==> config.mk <==
export PLATFORM = sky130hd
export DESIGN_NAME = icache_line_fill
export DESIGN_NICKNAME = d
export VERILOG_FILES = /design/src/rtl/icache_line_fill.sv
export SDC_FILE = /design/constraint.sdc
export NUM_CORES = 1
export LEC_CHECK = 0
export CAP_MARGIN = 20
export CORE_MARGIN = 8
export CORE_UTILIZATION = 47
export CTS_BUF_LIST = sky130_fd_sc_hd__clkbuf_4 sky130_fd_sc_hd__clkbuf_8
export CTS_CLUSTER_SIZE = 14
export DETAILED_ROUTE_END_ITERATION = 12
export PLACE_DENSITY = 0.75
export SETUP_SLACK_MARGIN = 0.02
export SYNTH_ARGS = -nofsm -noshare
export SYNTH_HDL_FRONTEND = slang
export SYNTH_SLANG_ARGS = --single-unit
==> constraint.sdc <==
create_clock -name clk -period 2.65 [get_ports clk]
set_clock_uncertainty 0.05 [all_clocks]
set_input_delay 0.53 -clock clk [delete_from_list [all_inputs] [get_ports clk]]
set_output_delay 0.53 -clock clk [all_outputs]
set_load 0.05 [all_outputs]
==> src/rtl/icache_line_fill.sv <==
// -----------------------------------------------------------------------------
// icache_line_fill
//
// Memory-side responder for the instruction cache miss path. A miss request
// carrying the PC is accepted in IDLE. The aligned line it falls in is then
// read from a word-wide instruction memory one word at a time, and the words
// are assembled into a single wide line for the cache to load.
//
// Ports
//   clk         clock; all state changes on the rising edge
//   rst         synchronous reset, active high
//   req_valid   miss request from the cache
//   req_addr    missing PC; the in-line offset bits are ignored
//   req_ready   high only while idle; request taken on valid && ready
//   mem_rd      word read strobe, held until mem_ack
//   mem_addr    byte address of the word being read (line base + k*word bytes)
//   mem_rdata   read data, sampled in the cycle mem_ack is high
//   mem_ack     read complete; ignored while mem_rd is low
//   line_valid  one-cycle pulse: line_data / line_addr hold a fresh line
//   line_data   word0 in the most significant slot, last word in the least
//   line_addr   base byte address of the line in line_data
//   line_err    one-cycle pulse: fill abandoned because memory never acked
// -----------------------------------------------------------------------------
module icache_line_fill #(
  parameter int ADDR_WIDTH = 32,
  parameter int WORD_WIDTH = 32,
  parameter int LINE_WORDS = 4,
  parameter int TIMEOUT    = 255
) (
  input  logic                             clk,
  input  logic                             rst,
  input  logic                             req_valid,
  input  logic [ADDR_WIDTH-1:0]            req_addr,
  output logic                             req_ready,
  output logic                             mem_rd,
  output logic [ADDR_WIDTH-1:0]            mem_addr,
  input  logic [WORD_WIDTH-1:0]            mem_rdata,
  input  logic                             mem_ack,
  output logic                             line_valid,
  output logic [WORD_WIDTH*LINE_WORDS-1:0] line_data,
  output logic [ADDR_WIDTH-1:0]            line_addr,
  output logic                             line_err
);

  localparam int LINE_WIDTH  = WORD_WIDTH * LINE_WORDS;
  localparam int WORD_BYTES  = WORD_WIDTH / 8;
  localparam int WORD_SHIFT  = $clog2(WORD_BYTES);
  localparam int LINE_OFFSET = $clog2(WORD_BYTES * LINE_WORDS);
  localparam int IDX_W       = (LINE_WORDS > 1) ? $clog2(LINE_WORDS) : 1;
  localparam int CNT_W       = $clog2(TIMEOUT + 1);

  // Clears the byte-within-line bits of a request address.
  localparam logic [ADDR_WIDTH-1:0] LINE_MASK =
    ~((ADDR_WIDTH'(1) << LINE_OFFSET) - ADDR_WIDTH'(1));
  localparam logic [IDX_W-1:0] LAST_IDX  = IDX_W'(LINE_WORDS - 1);
  localparam logic [CNT_W-1:0] CNT_LIMIT = CNT_W'(TIMEOUT);

  typedef enum logic [1:0] {
    IDLE  = 2'd0,
    FETCH = 2'd1,
    DONE  = 2'd2
  } state_t;

  state_t                  state_reg, state_next;
  logic [ADDR_WIDTH-1:0]   base_reg,  base_next;
  logic [IDX_W-1:0]        idx_reg,   idx_next;
  logic [CNT_W-1:0]        cnt_reg,   cnt_next;
  logic [LINE_WIDTH-1:0]   line_data_reg;
  logic [ADDR_WIDTH-1:0]   line_addr_reg;

  logic [LINE_WORDS-1:0]   slot_we;     // one-hot: slot written this cycle
  logic                    commit;      // last word arriving, publish line
  logic [ADDR_WIDTH-1:0]   word_off;
  logic [LINE_WIDTH-1:0]   line_fill;   // line as it will look after this cycle

  assign word_off = ADDR_WIDTH'(idx_reg) << WORD_SHIFT;

  // ---------------------------------------------------------------------------
  // Line buffer: one register per word slot. line_fill forwards the word that
  // is being written this cycle, so the last word can be published together
  // with the stored ones without an extra cycle.
  // ---------------------------------------------------------------------------
  genvar gi;
  generate
    for (gi = 0; gi < LINE_WORDS; gi++) begin : g_slot
      logic [WORD_WIDTH-1:0] word_reg;

      always_ff @(posedge clk) begin
        if (rst) begin
          word_reg <= '0;
        end else if (slot_we[gi]) begin
          word_reg <= mem_rdata;
        end
      end

      // Word 0 lands in the most significant slot of the line.
      assign line_fill[LINE_WIDTH-1-gi*WORD_WIDTH -: WORD_WIDTH] =
        slot_we[gi] ? mem_rdata : word_reg;
    end
  endgenerate

  // ---------------------------------------------------------------------------
  // State register
  // ---------------------------------------------------------------------------
  always_ff @(posedge clk) begin
    if (rst) begin
      state_reg     <= IDLE;
      base_reg      <= '0;
      idx_reg       <= '0;
      cnt_reg       <= '0;
      line_data_reg <= '0;
      line_addr_reg <= '0;
    end else begin
      state_reg <= state_next;
      base_reg  <= base_next;
      idx_reg   <= idx_next;
      cnt_reg   <= cnt_next;
      // The published line changes only when a complete fill lands, so a
      // timed-out or reset fill never disturbs the previous line.
      if (commit) begin
        line_data_reg <= line_fill;
        line_addr_reg <= base_reg;
      end
    end
  end

  // ---------------------------------------------------------------------------
  // Next-state and output logic
  // ---------------------------------------------------------------------------
  always_comb begin
    state_next = state_reg;
    base_next  = base_reg;
    idx_next   = idx_reg;
    cnt_next   = cnt_reg;
    slot_we    = '0;
    commit     = 1'b0;
    req_ready  = 1'b0;
    mem_rd     = 1'b0;
    mem_addr   = '0;
    line_valid = 1'b0;
    line_err   = 1'b0;

    case (state_reg)
      IDLE: begin
        req_ready = 1'b1;
        if (req_valid) begin
          base_next  = req_addr & LINE_MASK;
          idx_next   = '0;
          cnt_next   = '0;
          state_next = FETCH;
        end
      end

      FETCH: begin
        if (cnt_reg == CNT_LIMIT) begin
          // Memory stalled for the full budget on this word: drop the read,
          // flag the abort and discard the partial line.
          line_err   = 1'b1;
          idx_next   = '0;
          cnt_next   = '0;
          state_next = IDLE;
        end else begin
          mem_rd   = 1'b1;
          // Base is line aligned and the offset stays inside the line, so
          // this add can never carry into the next line; any wrap past the
          // top of the address space is plain modulo arithmetic.
          mem_addr = base_reg + word_off;
          if (mem_ack) begin
            slot_we[idx_reg] = 1'b1;
            cnt_next         = '0;
            if (idx_reg == LAST_IDX) begin
              commit     = 1'b1;
              state_next = DONE;
            end else begin
              idx_next = idx_reg + IDX_W'(1);
            end
          end else begin
            cnt_next = cnt_reg + CNT_W'(1);
          end
        end
      end

      DONE: begin
        line_valid = 1'b1;
        idx_next   = '0;
        state_next = IDLE;
      end

      default: begin
        state_next = IDLE;
      end
    endcase
  end

  assign line_data = line_data_reg;
  assign line_addr = line_addr_reg;

endmodule

==> results of run 1 <==
metrics by stage:
stage	cell area, sq um	power [mW]	util, %	TNS (ns)	hold slack [ns]
6_report	18000	9.38	62.9	0	0.397
5_1_grt	18000	9.79	62.9	-0.443	0.378
4_1_cts	17900	9.51	62.8	-0.00573	0.359
3_5_place_dp	16700	5.38	58.6	0	0.412
3_3_place_gp	16700	5.37	58.6	0	0.408
2_1_floorplan	13600	5.08	-	0	0.398
routing by layer:
layer / vias up / wire (um)
met2: 231 / 16000
met5: - / 0
met4: 0 / 992
li1: 4847 / -
met3: 64 / 2000
met1: 4641 / 14900
synth_stat cells (3+ instances only):
library cell  number
nor2_1           129
nand2_1            7
a221oi_1           6
o21ai_1            3
inv_1              5
dfxtp_1          292
buf_6             11
or3_1              4
nand2b_1         217
mux2_1             8
buf_4             26
clkbuf_1          49
ha_1               5
buf_1              3
o21ai_0            4
buf_2             20
and2_1            28
mux2_2            87
o2111ai_4          3
mux2i_1          280
nor2b_1           98
repair_timing:
| action | 4_1_cts | 5_1_grt |
|---|---|---|
| setup buffers | 6 | 1 |
| setup endpoints to repair | 32 | 29 |
| gates cloned | 2 | 0 |
| gates resized for setup | 45 | 8 |
| pin swaps | 3 | 0 |
power groups by stage:
stage,clock [mW],sequential (mW),combinational [mW]
5_1_grt,4.39,4.49,0.908
3_3_place_gp,0,4.58,0.790
2_1_floorplan,0,4.57,0.513
4_1_cts,4.17,4.49,0.845
3_5_place_dp,0,4.58,0.799
6_report,4.05,4.49,0.844
cell families (layout without fill, tap and decap cells):
| family | count (synthesis) | count (layout) |
|---|---|---|
| AOI/OAI and AO/OA | 31 | 31 |
| xor gates and xnor gates | 1 | 1 |
| adders and majority gates | 5 | 5 |
| buffers and inverters | 117 | 379 |
| DFF | 292 | 292 |
| muxes | 376 | 376 |
| other | 1 | 7 |
| and+or+nand+nor | 497 | 497 |
layout make-up:
type,instances,area (sq um)
flip-flops and latches,292,5860
fillers,2386,10600
clock inverters,4,20.0
repair buffers,291,3360
multi-input cells,916,7230
well taps,384,480
clock buffers,78,973
inverters,5,22.5
diodes,1,2.50
repair inverters,1,7.51
tightest hold or removal path: stages:
cell and delay [ns]:
buf_8 0.17, nor2_1 0.13, mux2_1 0.12
how the worst max path moves through the flow:
stage / end / slack (ns) / cells after the start
finish: mem_addr[27] / 0.07 / 8
global route: mem_addr[23] / -0.03 / 7
CTS: mem_addr[8] / -0.002 / 8
detailed placement: line_data[89] / 0.23 / 6
global placement: line_data[114] / 0.27 / 6
floorplan: mem_addr[23] / 0.05 / 6
==> reports/results.ini, run 1 <==
[timing]
timing.final.crit_period_ns=2.58
fin_crit_sh_pct=97.4
fmax_ghz=0.388
slew_viol_final=0
setup_ws_ns=0.0695
final-hold-violation-count=0
setup_violations=0
rsz0062_at_grt=yes
relSlewSlack_pct=40.8
tightestPinTransition_ns=0.888

[synthesis]
synth_edf_count=0
synthFlopType=dfxtp_1
netlist_area_sq_mm=0.0136
yosysTopAreaCellShare_pct=43.1
synth-xor-area-share_pct=0.0645
yosys_warnings=0
synth_compound_area_share_pct=2.08
syn_area_per_cell_sq_um=10.3
synthDistinctLibCells=49
ys_ff_latch=292
synthMuxAreaShare_pct=28.6
yosys.area.top_type=dfxtp_1
synth-async-reset-ratio_pct=0
yosys-top-cells-area=dfxtp_1, mux2i_1, nand2b_1
yosysSeqAreaShare_pct=43.1
yosys.area_share.adder_pct=0.461
synth_top_family_by_area=multiplexers
synthCells=1320
synthSimpleGateAreaFrac_pct=20.8

[clock_network]
clkTransAtPathRegs_ns=0.06
cts_sinks=292
htreeDepth=2
clk_latency_ns=0.56
cts_buffers=50
hold_buffers=0
cts_buffer_depth=3
cts_root_buf=clkbuf_8
cts_tree=done

[critical_path]
rr_endpoint=line_data[56]
cp_top_family=buffers and inverters
reg2reg_from=cnt_reg[0]
worstSetupEndpointType=output pin
arrival_ns=2.00
rr_worst_depth=6
critPathMaxStageDelay_ns=0.36
cpMaxStageDelayCell=dfxtp_4
critPathKind=flip-flop to output pin
start_kind=flip-flop
required_ns=2.07
crit_buf_inv=4
cp_cell_sequence=ha_4 -> nand3_4 -> o21ai_4 -> buf_6 -> clkinvlp_4 -> buf_6 -> and2_4 -> buf_12
path_common_cell=buf_6
cp_max_fo=9
r2r_setup_slack_ns=0.38
worstSetupStartpoint=cnt_reg[0]

[hold_path]
min_path_type=input pin to flip-flop
whs_path_depth=3
min_from=rst
min_to=line_data[48]

[global_route]
antenna_found_initial=1
grt_pass1_wl_um=53300
grt.busiest_layer=met2
grt_overflow_total=0
met1_usage_pct=23.3
grt_max_degree=104
first_global_vias=9991
use_met3_pct=4.67
grt.total_usage_pct=19.1
met2_usage_pct=32.0

[route]
avgRoutedWirePerCell_um=17.1
dr_total_vias=9783
drc=0
via_per_inst=4.96
dr.pass1.iters=6
drt_iter0_drc=382
wirelength_um=33800
drt.antenna.violating_nets=0

[power]
power.switching_mw=2.23
seq_power_share_pct=47.8
p_int_mw=7.15
clkPwrFrac_pct=43.2
vdd_drop_max_v=0.000311
powerDensity_mw_per_mm2=522
swShare_pct=23.8
p_leak_nw=7.58
p_comb_share_pct=9.0

[place]
place_hpwl_um=22100
pre_cts_ws_ns=0.225
gp_congestion=0.759
port_buffers=253
numPlacedInstances=1880

[die]
core_area_sq_mm=0.0285
initial_utilization_pct=47.6
rows=62
pin_count=264
die_x_um=186
die_area_sq_mm=0.0346
die_h_um=186

[finish]
layout-drive-gt1-share_pct=18.5
final_cells=1972
nets=1630
final_cell_mix=dfxtp_1, mux2i_1, clkdlybuf4s50_1, nand2b_1, nor2_1
syn_to_final_growth_pct=32.3
largest_reg_flops=128
mostFrequentLayoutCell=dfxtp_1

[flow_run]
drv_cap=0

[run_status]
outcome=completed

(Power assumes the default switching activity.)
==> run 2, diff against run 1 <==
--- a/config.mk
+++ b/config.mk
@@ -15,2 +15,3 @@
 export SETUP_SLACK_MARGIN = 0.02
+export SLEW_MARGIN = 20
 export SYNTH_ARGS = -nofsm -noshare
==> constraint.sdc (replaced) <==
create_clock -name clk -period 3.11 [get_ports clk]
set_clock_uncertainty 0.05 [all_clocks]
set_input_delay 0.622 -clock clk [delete_from_list [all_inputs] [get_ports clk]]
set_output_delay 0.622 -clock clk [all_outputs]
set_load 0.1 [all_outputs]
==> run 2 against run 1 <==
Final area decreased by 3.7%. Clock power decreased by 13%. Setup slack improved by 0.12 ns. Worst hold slack improved by 0.025 ns. Combinational power down 12%. Final cell count shrank 0.56%. Flip-flop and latch count unchanged. Via count fell by 1.6%. Non-clock buffer count is 14 lower. Count of clock-buffer cells in the layout is 3 higher. Largest cell class unchanged.
==> reports/results.ini, run 2 (same netlist as run 1, synthesis figures left out) <==
[run_status]
outcome=completed

[critical_path]
crit_buf_inv=3
critPathKind=flip-flop to output pin
required_ns=2.44
critPathMaxStageDelay_ns=0.41
cp_top_family=buffers and inverters
reg2reg_from=cnt_reg[0]
cpMaxStageDelayCell=dfxtp_1
worstSetupEndpointType=output pin
rr_worst_depth=6
r2r_setup_slack_ns=0.50
start_kind=flip-flop
arrival_ns=2.25
rr_endpoint=line_data[104]
cp_max_fo=29
cp_cell_sequence=ha_1 -> nand3_2 -> o21ai_4 -> inv_1 -> buf_4 -> and2_1 -> buf_12

[route]
wl_met2_um=15500
top_layer=met4
drc=0
dr.pass1.iters=4
avgRoutedWirePerCell_um=16.9
route.met3.wl_um=1960
dr_total_vias=9628
via_per_inst=4.91
drt_iter0_drc=444
drt.antenna.violating_nets=0
drt-met1-wl_um=14800
wirelength_um=33100

[clock_network]
clk_latency_ns=0.54
htreeDepth=2
clkTransAtPathRegs_ns=0.06
cts_buffer_depth=3
cts_root_buf=clkbuf_8
cts_sinks=292
cts_buffers=49
cts_tree=done

[finish]
nets=1614
final_area_sq_mm=0.0173
final_cell_mix=dfxtp_1, mux2i_1, nand2b_1, buf_4, nor2_1
regArea_sq_mm=0.00585
nFillCells=2467
multi_input_comb_area_sq_mm=0.00714
syn_to_final_growth_pct=27.4
largest_reg_flops=128
diodes=0
mostFrequentLayoutCell=dfxtp_1
layout-drive-gt1-share_pct=25.7
final_cells=1961

[timing]
rsz0062_at_grt=no
tightestPinTransition_ns=0.843
finalSetupTns_ns=0
slew_viol_final=0
setup_ws_ns=0.186
fmax_ghz=0.342
timing.final.crit_period_ns=2.92
setup_violations=0
final-hold-violation-count=0
fin_crit_sh_pct=94.0
relSlewSlack_pct=43.8

[hold_path]
min_to=line_addr[11]
whs_path_depth=2
min_path_type=flip-flop to flip-flop
min_from=line_addr[11]

[place]
gp_congestion=0.766
pre_cts_ws_ns=0.515
placed_area_sq_mm=0.0163
port_buffers=253
numPlacedInstances=1873
place_hpwl_um=22100

[power]
p_leak_nw=7.79
power_mw=8.10
vdd_drop_max_v=0.000306
powerDensity_mw_per_mm2=468

[global_route]
grt.total_usage_pct=18.4
grt_pass1_wl_um=51700
grt_max_degree=98
first_global_vias=9651
grt_overflow_total=0
antenna_found_initial=0

[die]
die_h_um=186
die_x_um=186
pin_count=264
rows=62
initial_utilization_pct=47.6
core_area_sq_mm=0.0285
die_area_sq_mm=0.0346

[flow_run]
drv_cap=0

[run 2: changes by cell type in the layout (fill, tap and decap cells not counted), sizes merged]
cell and delta:
clkinvlp -2, clkdlybuf4s50 -156, buf +145, clkbuf +2, diode -1, bufinv +1
inv +1, clkinv +1, dlygate4sd2 -2
[run 2: final cells by class]
class	instances	share of cell area (%)
flip-flops and latches	292	33.8
repair buffers	277	16.1
multi-input cells	916	41.3
well taps	384	2.78
clock inverters	6	0.318
inverters	5	0.108
clock buffers	81	5.61
[run 2: how the worst max path moves through the flow]
stage               start       endpoint  slack, ns  cells after the start
2_1_floorplan  cnt_reg[0]   mem_addr[23]       0.17                      6
3_3_place_gp   cnt_reg[0]  line_data[70]       0.55                      6
3_5_place_dp   cnt_reg[0]  line_data[70]       0.51                      6
4_1_cts        cnt_reg[0]   mem_addr[19]       0.03                      7
5_1_grt        cnt_reg[1]   mem_addr[20]       0.04                      7
6_report       cnt_reg[0]   mem_addr[19]       0.19                      7
[run 2: repair_timing]
action                                  4_1_cts  5_1_grt
gates cloned                                  0        0
pin swaps                                     0        1
resized for setup                             1        1
buffers inserted                              0        1
endpoints found under the setup margin       28       28
endpoints found under the hold margin         0        0
hold buffers                                  0        0
[run 2: through the flow]
stage	hold slack, ns	util (%)
CTS	0.426	60.6
finish	0.422	60.6
global placement	0.407	57.0
floorplan	0.398	-
detailed placement	0.414	57.0
global route	0.443	60.6
[run 2: worst reg2reg max path, cell delays in order (launching register included)]
cell	delay [ns]
dfxtp_1	0.41
ha_1	0.21
nand3_2	0.18
buf_4	0.25
o21ai_4	0.65
buf_12	0.34
mux2_2	0.40
[run 2: power by group]
group | switching, mW | leakage (nW) | total [mW] | internal [mW]
logic | 0.432 | 4.88 | 0.746 | 0.314
clock network | 1.49 | 0.557 | 3.53 | 2.04
registers | 0.0303 | 2.36 | 3.82 | 3.79
total | 1.95 | 7.79 | 8.10 | 6.15
[run 2: routing by layer]
layer | vias up | track usage, %
met3 | 50 | 4.53
met2 | 200 | 30.8
li1 | 4838 | -
met5 | - | 0
met1 | 4540 | 23.0
met4 | 0 | 6.22
